## src/rtl/lbus2axis_rx.sv

```systemverilog
// LBUS (CMAC RX style) segment to AXI4-Stream converter with a small FWFT beat FIFO.
// Every packet is closed with tlast, even when it is cut short by overflow or a framing error.
module lbus2axis_rx #(
    parameter int FIFO_DEPTH = 4,
    parameter int CNT_W      = 16
) (
    input  logic               clk,
    input  logic               rst_n,
    input  logic [127:0]       lbus_data,
    input  logic               lbus_ena,
    input  logic               lbus_sop,
    input  logic               lbus_eop,
    input  logic               lbus_err,
    input  logic [3:0]         lbus_mty,
    output logic [127:0]       m_axis_tdata,
    output logic [15:0]        m_axis_tkeep,
    output logic               m_axis_tlast,
    output logic               m_axis_tuser,
    output logic               m_axis_tvalid,
    input  logic               m_axis_tready,
    input  logic               stat_clr,
    output logic               stat_overflow,
    output logic               stat_frame_err,
    output logic [CNT_W-1:0]   stat_drop_cnt
);
    localparam int AW = (FIFO_DEPTH > 2) ? $clog2(FIFO_DEPTH) : 1;
    localparam int CW = AW + 1;
    localparam int EW = 128 + 16 + 2;

    localparam logic [1:0] IDLE = 2'd0;
    localparam logic [1:0] PKT  = 2'd1;
    localparam logic [1:0] DROP = 2'd2;

    logic [EW-1:0]    mem [FIFO_DEPTH];
    logic [AW-1:0]    wr_ptr, rd_ptr;
    logic [CW-1:0]    count;
    logic [CW-1:0]    free;
    logic             free_ge1, free_ge2;
    logic [1:0]       state, state_next;
    logic             pkt_err;
    logic             wr_en, wr_last, trunc, wr_user;
    logic             ovf_evt, frm_evt, drop_evt;
    logic             pop;
    logic [15:0]      keep;

    // Free space deliberately ignores a same-cycle pop.
    assign free     = CW'(FIFO_DEPTH) - count;
    assign free_ge1 = (free != '0);
    assign free_ge2 = (free >= CW'(2));
    assign keep     = lbus_eop ? (16'hFFFF << lbus_mty) : 16'hFFFF;
    assign wr_user  = wr_last & (pkt_err | lbus_err | trunc);
    assign pop      = m_axis_tvalid & m_axis_tready;

    always_comb begin
        state_next = state;
        wr_en      = 1'b0;
        wr_last    = 1'b0;
        trunc      = 1'b0;
        ovf_evt    = 1'b0;
        frm_evt    = 1'b0;
        drop_evt   = 1'b0;
        if (lbus_ena) begin
            if (state == PKT) begin
                if (lbus_sop) begin
                    // Missing eop: close the open packet with this beat, lose the new one.
                    wr_en      = 1'b1;
                    wr_last    = 1'b1;
                    trunc      = 1'b1;
                    frm_evt    = 1'b1;
                    state_next = lbus_eop ? IDLE : DROP;
                end else if (lbus_eop) begin
                    wr_en      = 1'b1;
                    wr_last    = 1'b1;
                    state_next = IDLE;
                end else if (free_ge2) begin
                    wr_en      = 1'b1;
                end else begin
                    wr_en      = 1'b1;
                    wr_last    = 1'b1;
                    trunc      = 1'b1;
                    ovf_evt    = 1'b1;
                    state_next = DROP;
                end
            end else if (lbus_sop) begin
                if (!free_ge1) begin
                    ovf_evt    = 1'b1;
                    drop_evt   = 1'b1;
                    state_next = lbus_eop ? IDLE : DROP;
                end else if (lbus_eop) begin
                    wr_en      = 1'b1;
                    wr_last    = 1'b1;
                    state_next = IDLE;
                end else if (free_ge2) begin
                    wr_en      = 1'b1;
                    state_next = PKT;
                end else begin
                    wr_en      = 1'b1;
                    wr_last    = 1'b1;
                    trunc      = 1'b1;
                    ovf_evt    = 1'b1;
                    state_next = DROP;
                end
            end else if (state == DROP) begin
                drop_evt = 1'b1;
                if (lbus_eop) state_next = IDLE;
            end else begin
                frm_evt    = 1'b1;
                drop_evt   = 1'b1;
                state_next = IDLE;
            end
        end
    end

    genvar gi;
    generate
        for (gi = 0; gi < FIFO_DEPTH; gi++) begin : g_entry
            always_ff @(posedge clk or negedge rst_n) begin
                if (!rst_n) begin
                    mem[gi] <= '0;
                end else if (wr_en && (wr_ptr == AW'(gi))) begin
                    mem[gi] <= {lbus_data, keep, wr_last, wr_user};
                end
            end
        end
    endgenerate

    assign {m_axis_tdata, m_axis_tkeep, m_axis_tlast, m_axis_tuser} = mem[rd_ptr];
    assign m_axis_tvalid = (count != '0);

    always_ff @(posedge clk or negedge rst_n) begin
        if (!rst_n) begin
            wr_ptr  <= '0;
            rd_ptr  <= '0;
            count   <= '0;
            state   <= IDLE;
            pkt_err <= 1'b0;
        end else begin
            if (wr_en) wr_ptr <= wr_ptr + AW'(1);
            if (pop)   rd_ptr <= rd_ptr + AW'(1);
            count <= count + CW'(wr_en) - CW'(pop);
            state <= state_next;
            if (wr_en && wr_last)       pkt_err <= 1'b0;
            else if (wr_en && lbus_err) pkt_err <= 1'b1;
        end
    end

    // A coinciding event overrides stat_clr.
    always_ff @(posedge clk or negedge rst_n) begin
        if (!rst_n) begin
            stat_overflow  <= 1'b0;
            stat_frame_err <= 1'b0;
            stat_drop_cnt  <= '0;
        end else begin
            if (ovf_evt)       stat_overflow <= 1'b1;
            else if (stat_clr) stat_overflow <= 1'b0;
            if (frm_evt)       stat_frame_err <= 1'b1;
            else if (stat_clr) stat_frame_err <= 1'b0;
            if (drop_evt) begin
                if (stat_clr)            stat_drop_cnt <= CNT_W'(1);
                else if (!(&stat_drop_cnt)) stat_drop_cnt <= stat_drop_cnt + CNT_W'(1);
            end else if (stat_clr) begin
                stat_drop_cnt <= '0;
            end
        end
    end
endmodule

```

## config.mk

```make
export PLATFORM = sky130hd
export DESIGN_NAME = lbus2axis_rx
export DESIGN_NICKNAME = d
export VERILOG_FILES = /design/src/rtl/lbus2axis_rx.sv
export SDC_FILE = /design/constraint.sdc
export NUM_CORES = 1
export LEC_CHECK = 0
export BUFFER_PORTS_ARGS = -buffer_cell sky130_fd_sc_hd__buf_2
export CELL_PAD_IN_SITES_DETAIL_PLACEMENT = 1
export CELL_PAD_IN_SITES_GLOBAL_PLACEMENT = 1
export CORE_MARGIN = 8
export CORE_UTILIZATION = 35
export CTS_BUF_LIST = sky130_fd_sc_hd__clkbuf_4 sky130_fd_sc_hd__clkbuf_8
export DETAILED_ROUTE_END_ITERATION = 10
export PLACE_DENSITY = 0.69
export SYNTH_ARGS = -nofsm -noshare
export SYNTH_HDL_FRONTEND = slang
export SYNTH_SLANG_ARGS = --single-unit
```

## constraint.sdc

```tcl
create_clock -name clk -period 2.8 [get_ports clk]
set_input_delay 0.28 -clock clk [delete_from_list [all_inputs] [get_ports clk]]
set_output_delay 0.28 -clock clk [all_outputs]
set_load 0.01 [all_outputs]
```

==> results of run 1 <==
## flip-flops by register name, summed over array words and instances (netlist names)
signal,count
mem,584
stat_drop_cnt,16
count,3
rd_ptr,2
state,2
wr_ptr,2
pkt_err,1
stat_frame_err,1
stat_overflow,1
## worst max-delay path, stage by stage, from the launching register on
cell,delay (ns)
dfrtp_4,0.45
buf_12,0.12
buf_16,0.16
buf_16,0.19
mux4_2,0.57
buf_6,0.15
## placed cells by master (no fill, tap or decap), types with 12 or more instances in the layout
master,synthesis,final
dfrtp_1,612,610
mux2_2,518,518
buf_2,68,300
mux4_2,146,146
clkbuf_8,0,140
dlygate4sd3_1,0,135
nand2_1,74,74
o21ai_0,72,72
buf_4,17,60
clkbuf_4,0,41
buf_12,0,33
inv_1,16,15
a21oi_1,15,15
nor2_1,12,12
## through the flow
step / util / cells / instance area [um^2]
2_1_floorplan: - / 1694 / 26700
3_3_place_gp: 0.396 / 2955 / 30100
3_5_place_dp: 0.396 / 2955 / 30100
4_1_cts: 0.446 / 3285 / 33800
5_1_grt: 0.447 / 3291 / 33900
6_report: 0.447 / 3291 / 33900
## power breakdown
| part | internal (mW) | switching [mW] | total [mW] |
|---|---|---|---|
| clock | 5.11 | 3.70 | 8.81 |
| sequential | 13.3 | 2.27 | 15.5 |
| combinational | 9.59 | 7.73 | 17.3 |
| total | 28.0 | 13.7 | 41.7 |
## layout make-up
class / count / area, um^2 / area share
clock inverter: 11 / 131 / 0.00388
sequential: 612 / 15300 / 0.452
timing repair buffer: 538 / 4120 / 0.121
clock buffer: 181 / 2230 / 0.0659
tap: 978 / 1220 / 0.0361
antenna: 6 / 15.0 / 0.000443
inverter: 16 / 60.1 / 0.00177
multi-input combinational: 949 / 10800 / 0.318
## synthesized netlist by cell type, drive strengths merged, types with 2 or more instances
library cell,instances
nor2b,8
and4,3
o31ai,8
mux2,518
ha,11
xor2,2
xnor2,4
nor3,4
nand2,74
nor4,4
and3,5
o211ai,5
o41ai,3
nand3,6
dfrtp,612
nand2b,6
o21ai,72
clkbuf,25
o311ai,2
o31a,2
nand4,6
mux4,146
o21a,2
and2,3
buf,92
a21boi,2
o22ai,2
nor2,12
inv,16
or4,8
a21oi,15
## repair_timing
action | CTS | global route
hold buffers | 135 | 0
hold endpoints to repair | 593 | 0
resized for setup | 3 | 9
buffers inserted | 3 | 0
setup endpoints to repair | 124 | 26
## cell families (layout without fill, tap and decap cells)
| logic type | after synthesis | in the layout | share of synthesized area |
|---|---|---|---|
| multiplexers | 664 | 664 | 0.341 |
| flip-flops | 612 | 612 | 0.573 |
| buffers and inverters | 133 | 746 | 0.0242 |
| XOR/XNOR | 6 | 6 | 0.00196 |
| other | 0 | 6 | 0 |
| AND/OR/NAND/NOR | 144 | 144 | 0.0269 |
| AO/OA/AOI/OAI | 123 | 123 | 0.0274 |
| adder cells (fa/ha/maj) | 12 | 12 | 0.00589 |
## how the worst min path moves through the flow
stage,to,start
after detailed placement,count[2],rst_n
after CTS,mem[444],lbus_mty[3]
final,mem[444],lbus_mty[3]
after global placement,wr_ptr[0],rst_n
after global routing,mem[453],lbus_mty[1]
after floorplan,count[0],rst_n
## routing by layer
metal | share of wire | vias up | global-route usage
met3 | 0.044 | 140 | 0.0404
met1 | 0.42 | 8944 | 0.213
li1 | - | 7378 | -
met2 | 0.51 | 325 | 0.293
met4 | 0.028 | 2 | 0.0525
met5 | 0.00018 | - | 0
==> flow_summary.yaml, run 1 <==
status:
  outcome: "complete, no violations"
logic_synthesis:
  synthArstFlopShare: 1.00
  synth_edf_count: 0
  syn_inst: 1694
  netlist_area_um2: 26700
  synth_ff_type: "dfrtp_1"
  yosysSeqAreaShare: 0.573
  syn_avg_cell_area_um2: 15.8
  synth_area_leader_cell: "dfrtp_1"
  syn-num-nets: 1846
  yosys_warnings: 0
  synth_top_area_frac: 0.573
  netlist_top_cells_area: "dfrtp_1 (57%), mux2_2 (22%), mux4_2 (12%), o21ai_0 (1.3%), buf_2 (1.3%)"
  synth_cell_types: 52
  synth-seq-cells: 612
grt:
  grt_pass1_wl_um: 117000
  grt_max_degree: 79
  grt.total_usage: 0.170
  grt_pass1_vias: 19900
  antenna_found_initial: 7
  grt.overflow.total: 0
worst_setup_path:
  reg2reg_to: "count[2]"
  startpoint_type: "flop"
  regToRegStartpoint: "count[0]"
  startpoint: "rd_ptr[0]"
  reg2reg_depth: 11
  arrival_ns: 2.39
  critPathCapture: "m_axis_tdata[90]"
  r2r_slack_ns: 0.21
  cp_max_fo: 14
  required_ns: 2.52
  cp-end-kind: "primary output"
  crit_type: "flop to primary output"
clock_network:
  clkSinkCount: 612
  cts_buffer_depth: 3
  clk_latency_ns: 0.69
  cts-root-buf: "clkbuf_8"
  cts_tree: "built"
  htree_num_levels: 3
  clk_pin_slew_worst_paths_ns: 0.06
  numCtsBuffers: 108
power_and_ir_drop:
  power.leakage_nw: 15.1
  ir_worst_vdd_v: 0.000822
  p_total_mw: 41.7
  p_per_area_nw_per_um2: 1230
sta:
  fin_crit_ns: 2.67
  setup_viol: 0
  maxSlewViolCount: 0
  fin_ws_ns: 0.130
  rsz0062_at_grt: "true"
  clock.fmax_ghz: 0.374
  finalHoldViolCount: 0
  fin_skew_ns: 0.0376
  setup_tns_ns: 0
  tightest_slew_ns: 0.807
  fin_crit_sh: 0.954
  max_slew_margin: 0.462
  fin_hold_ws_ns: 0.136
min_path:
  worstHoldPathType: "input pin to flop"
  holdPathStages: 3
placed_design:
  gp_congestion: 0.763
  post-place-ws_ns: 0.129
  hpwl_um: 48700
  port_buffers: 304
floorplan:
  start_util: 0.353
  row_count: 101
  fp.dieW_um: 292
  fp.dieH_um: 292
  ios: 305
  dieArea_um2: 85500
  fp.coreArea_um2: 75800
route:
  final_antenna_net_count: 0
  drt-pass1-iter-count: 4
  vias_per_cell: 5.10
  vias: 16800
  drt_iter0_markers: 581
  drt_wl_total_um: 72000
  drc_errors: 0
  wl_per_cell_um: 21.9
finish:
  synthToLayoutAreaGrowth_pct: 26.7
  final_net_count: 2377
  final_layout_size_suffix_gt1_frac: 0.551
  n_fill_cell: 7650
job:
  drv_cap: 0
No activity file was read; power rests on OpenSTA's default activity.
==> inputs of run 2 (changes only) <==
--- a/config.mk
+++ b/config.mk
@@ -13,6 +13,7 @@
 export CTS_BUF_LIST = sky130_fd_sc_hd__clkbuf_4 sky130_fd_sc_hd__clkbuf_8
 export DETAILED_ROUTE_END_ITERATION = 10
 export PLACE_DENSITY = 0.69
+export RECOVER_POWER = 50
 export SYNTH_ARGS = -nofsm -noshare
 export SYNTH_HDL_FRONTEND = slang
 export SYNTH_SLANG_ARGS = --single-unit
==> run 2 against run 1 <==
  * Die area unchanged
  * Final area fell by 0.30%
  * The flow now finishes with violations (max-capacitance violations, max-slew violations)
  * Utilization down 0.14 points
  * Setup slack worse by 0.0079 ns
  * Clock-buffer cell count did not move
  * Cell count unchanged
  * Global-route usage unchanged
  * Total power is 0.11% lower
  * Largest cell class unchanged
  * Critical path type unchanged
  * Critical path depth did not move
==> flow_summary.yaml, run 2 (same netlist as run 1, synthesis figures left out) <==
route:
  drt-pass1-iter-count: 4
  drc_errors: 0
  drt_iter0_markers: 530
  final_antenna_net_count: 0
  vias_per_cell: 5.09
  vias: 16800
  wl_per_cell_um: 21.9
  drt_wl_total_um: 72000
sta:
  fin_ws_ns: 0.122
  setup_viol: 0
  fin_crit_sh: 0.956
  tightest_slew_ns: 2.30
  maxSlewViolCount: 72
  fin_hold_ws_ns: 0.130
  fin_skew_ns: 0.0381
  finalHoldViolCount: 0
  max_slew_margin: -0.536
  rsz0062_at_grt: "true"
  fin_crit_ns: 2.68
  clock.fmax_ghz: 0.373
floorplan:
  dieArea_um2: 85500
  fp.dieW_um: 292
  row_count: 101
  ios: 305
  start_util: 0.353
  fp.dieH_um: 292
  fp.coreArea_um2: 75800
power_and_ir_drop:
  switchingPower_mw: 13.7
  p_per_area_nw_per_um2: 1230
  power.leakage_nw: 15.0
  p_total_mw: 41.6
  pwr-share-comb: 0.415
  p_clk_frac: 0.212
  p_sw_frac: 0.329
  intPower_mw: 27.9
  pwr-share-seq: 0.373
  ir_worst_vdd_v: 0.000823
finish:
  register_area_um2: 15300
  final_area_um2: 33800
  final_net_count: 2377
  layout_common_cells: "dfrtp_1 (610), mux2_2 (518), buf_2 (282)"
  n_fill_cell: 7662
  largest_register_ffs: 584
  mostFrequentLayoutCell: "dfrtp_1"
  synthToLayoutAreaGrowth_pct: 26.3
  final_layout_size_suffix_gt1_frac: 0.539
  regMostFlops: "mem"
  stdcell_count: 3291
  multi_input_area_um2: 10800
  top_regs: "mem: 584 flops, stat_drop_cnt: 16 flops, count: 3 flops"
clock_network:
  cts_tree: "built"
  clkSinkCount: 612
  clk_pin_slew_worst_paths_ns: 0.06
  numCtsBuffers: 108
  cts-root-buf: "clkbuf_8"
  cts_buffer_depth: 3
  clk_latency_ns: 0.69
  htree_num_levels: 3
grt:
  grt.overflow.total: 0
  grt_max_degree: 79
  grt_busiest_layer: "met2"
  use_met3: 0.0404
  grtUsageMet2: 0.293
  gr-usage-met1: 0.213
  antenna_found_initial: 7
  grt.total_usage: 0.170
  grt_pass1_wl_um: 117000
  grt_pass1_vias: 19900
placed_design:
  hpwl_um: 48700
  dp.cells: 2955
  gp_congestion: 0.763
  port_buffers: 304
  post_dp_cell_area_um2: 30100
  post-place-ws_ns: 0.129
worst_setup_path:
  required_ns: 2.52
  crit_type: "flop to primary output"
  arrival_ns: 2.40
  cp_max_fo: 14
  cp-end-kind: "primary output"
  startpoint_type: "flop"
job:
  drv_cap: 1
status:
  outcome: "finished with violations"
  violations: "max-capacitance violations, max-slew violations"
min_path:
  worstHoldPathType: "input pin to flop"
[run 2: worst max-delay path: stages (launching register included)]
cell and delay [ns]:
dfrtp_4 0.46, buf_12 0.12, buf_16 0.16, buf_16 0.19
mux4_2 0.57, buf_6 0.15
[run 2: final cells by class]
class / instances / area share
well taps: 978 / 0.0362
clock inverters: 11 / 0.00389
clock buffers: 181 / 0.0661
flip-flops and latches: 612 / 0.453
multi-input cells: 949 / 0.319
diodes: 6 / 0.000444
repair buffers: 538 / 0.119
inverters: 16 / 0.00178
[run 2: what timing repair did]
| action | CTS | global route |
|---|---|---|
| endpoints found under the setup margin | 124 | 26 |
| setup buffers | 3 | 0 |
| hold buffers | 135 | 0 |
| hold endpoints to repair | 593 | 0 |
| gates resized for setup | 3 | 9 |
[run 2: power groups by stage]
stage	clock [mW]	sequential (mW)	combinational, mW
after CTS	9.18	15.5	17.6
after global placement	0	15.2	16.7
after detailed placement	0	15.7	17.2
final	8.81	15.5	17.3
after global routing	9.50	16.1	18.7
after floorplan	0	14.7	11.4
[run 2: per-layer routing]
metal  part of all wire  wire length (um)
met1               0.42             30100
met2               0.51             36600
met3              0.046              3340
met4              0.027              1980
met5            0.00018                13
[run 2: path summary, 6_finish.rpt]
check	cells after the start	end	start	slack [ns]
max	5	m_axis_tdata[90]	rd_ptr[0]	0.12
min	3	mem[444]	lbus_mty[3]	0.13
max reg2reg	8	mem[493]	count[1]	0.15
min reg2reg	1	mem[17]	mem[17]	0.46
max in group asynchronous	2	rd_ptr[1]	rst_n	0.27
min in group asynchronous	2	count[0]	rst_n	0.89
[run 2: stage by stage]
step	util	setup TNS, ns
3_5_place_dp	0.396	0
3_3_place_gp	0.396	0
4_1_cts	0.446	-0.0541
5_1_grt	0.446	-0.172
6_report	0.446	0
2_1_floorplan	-	0
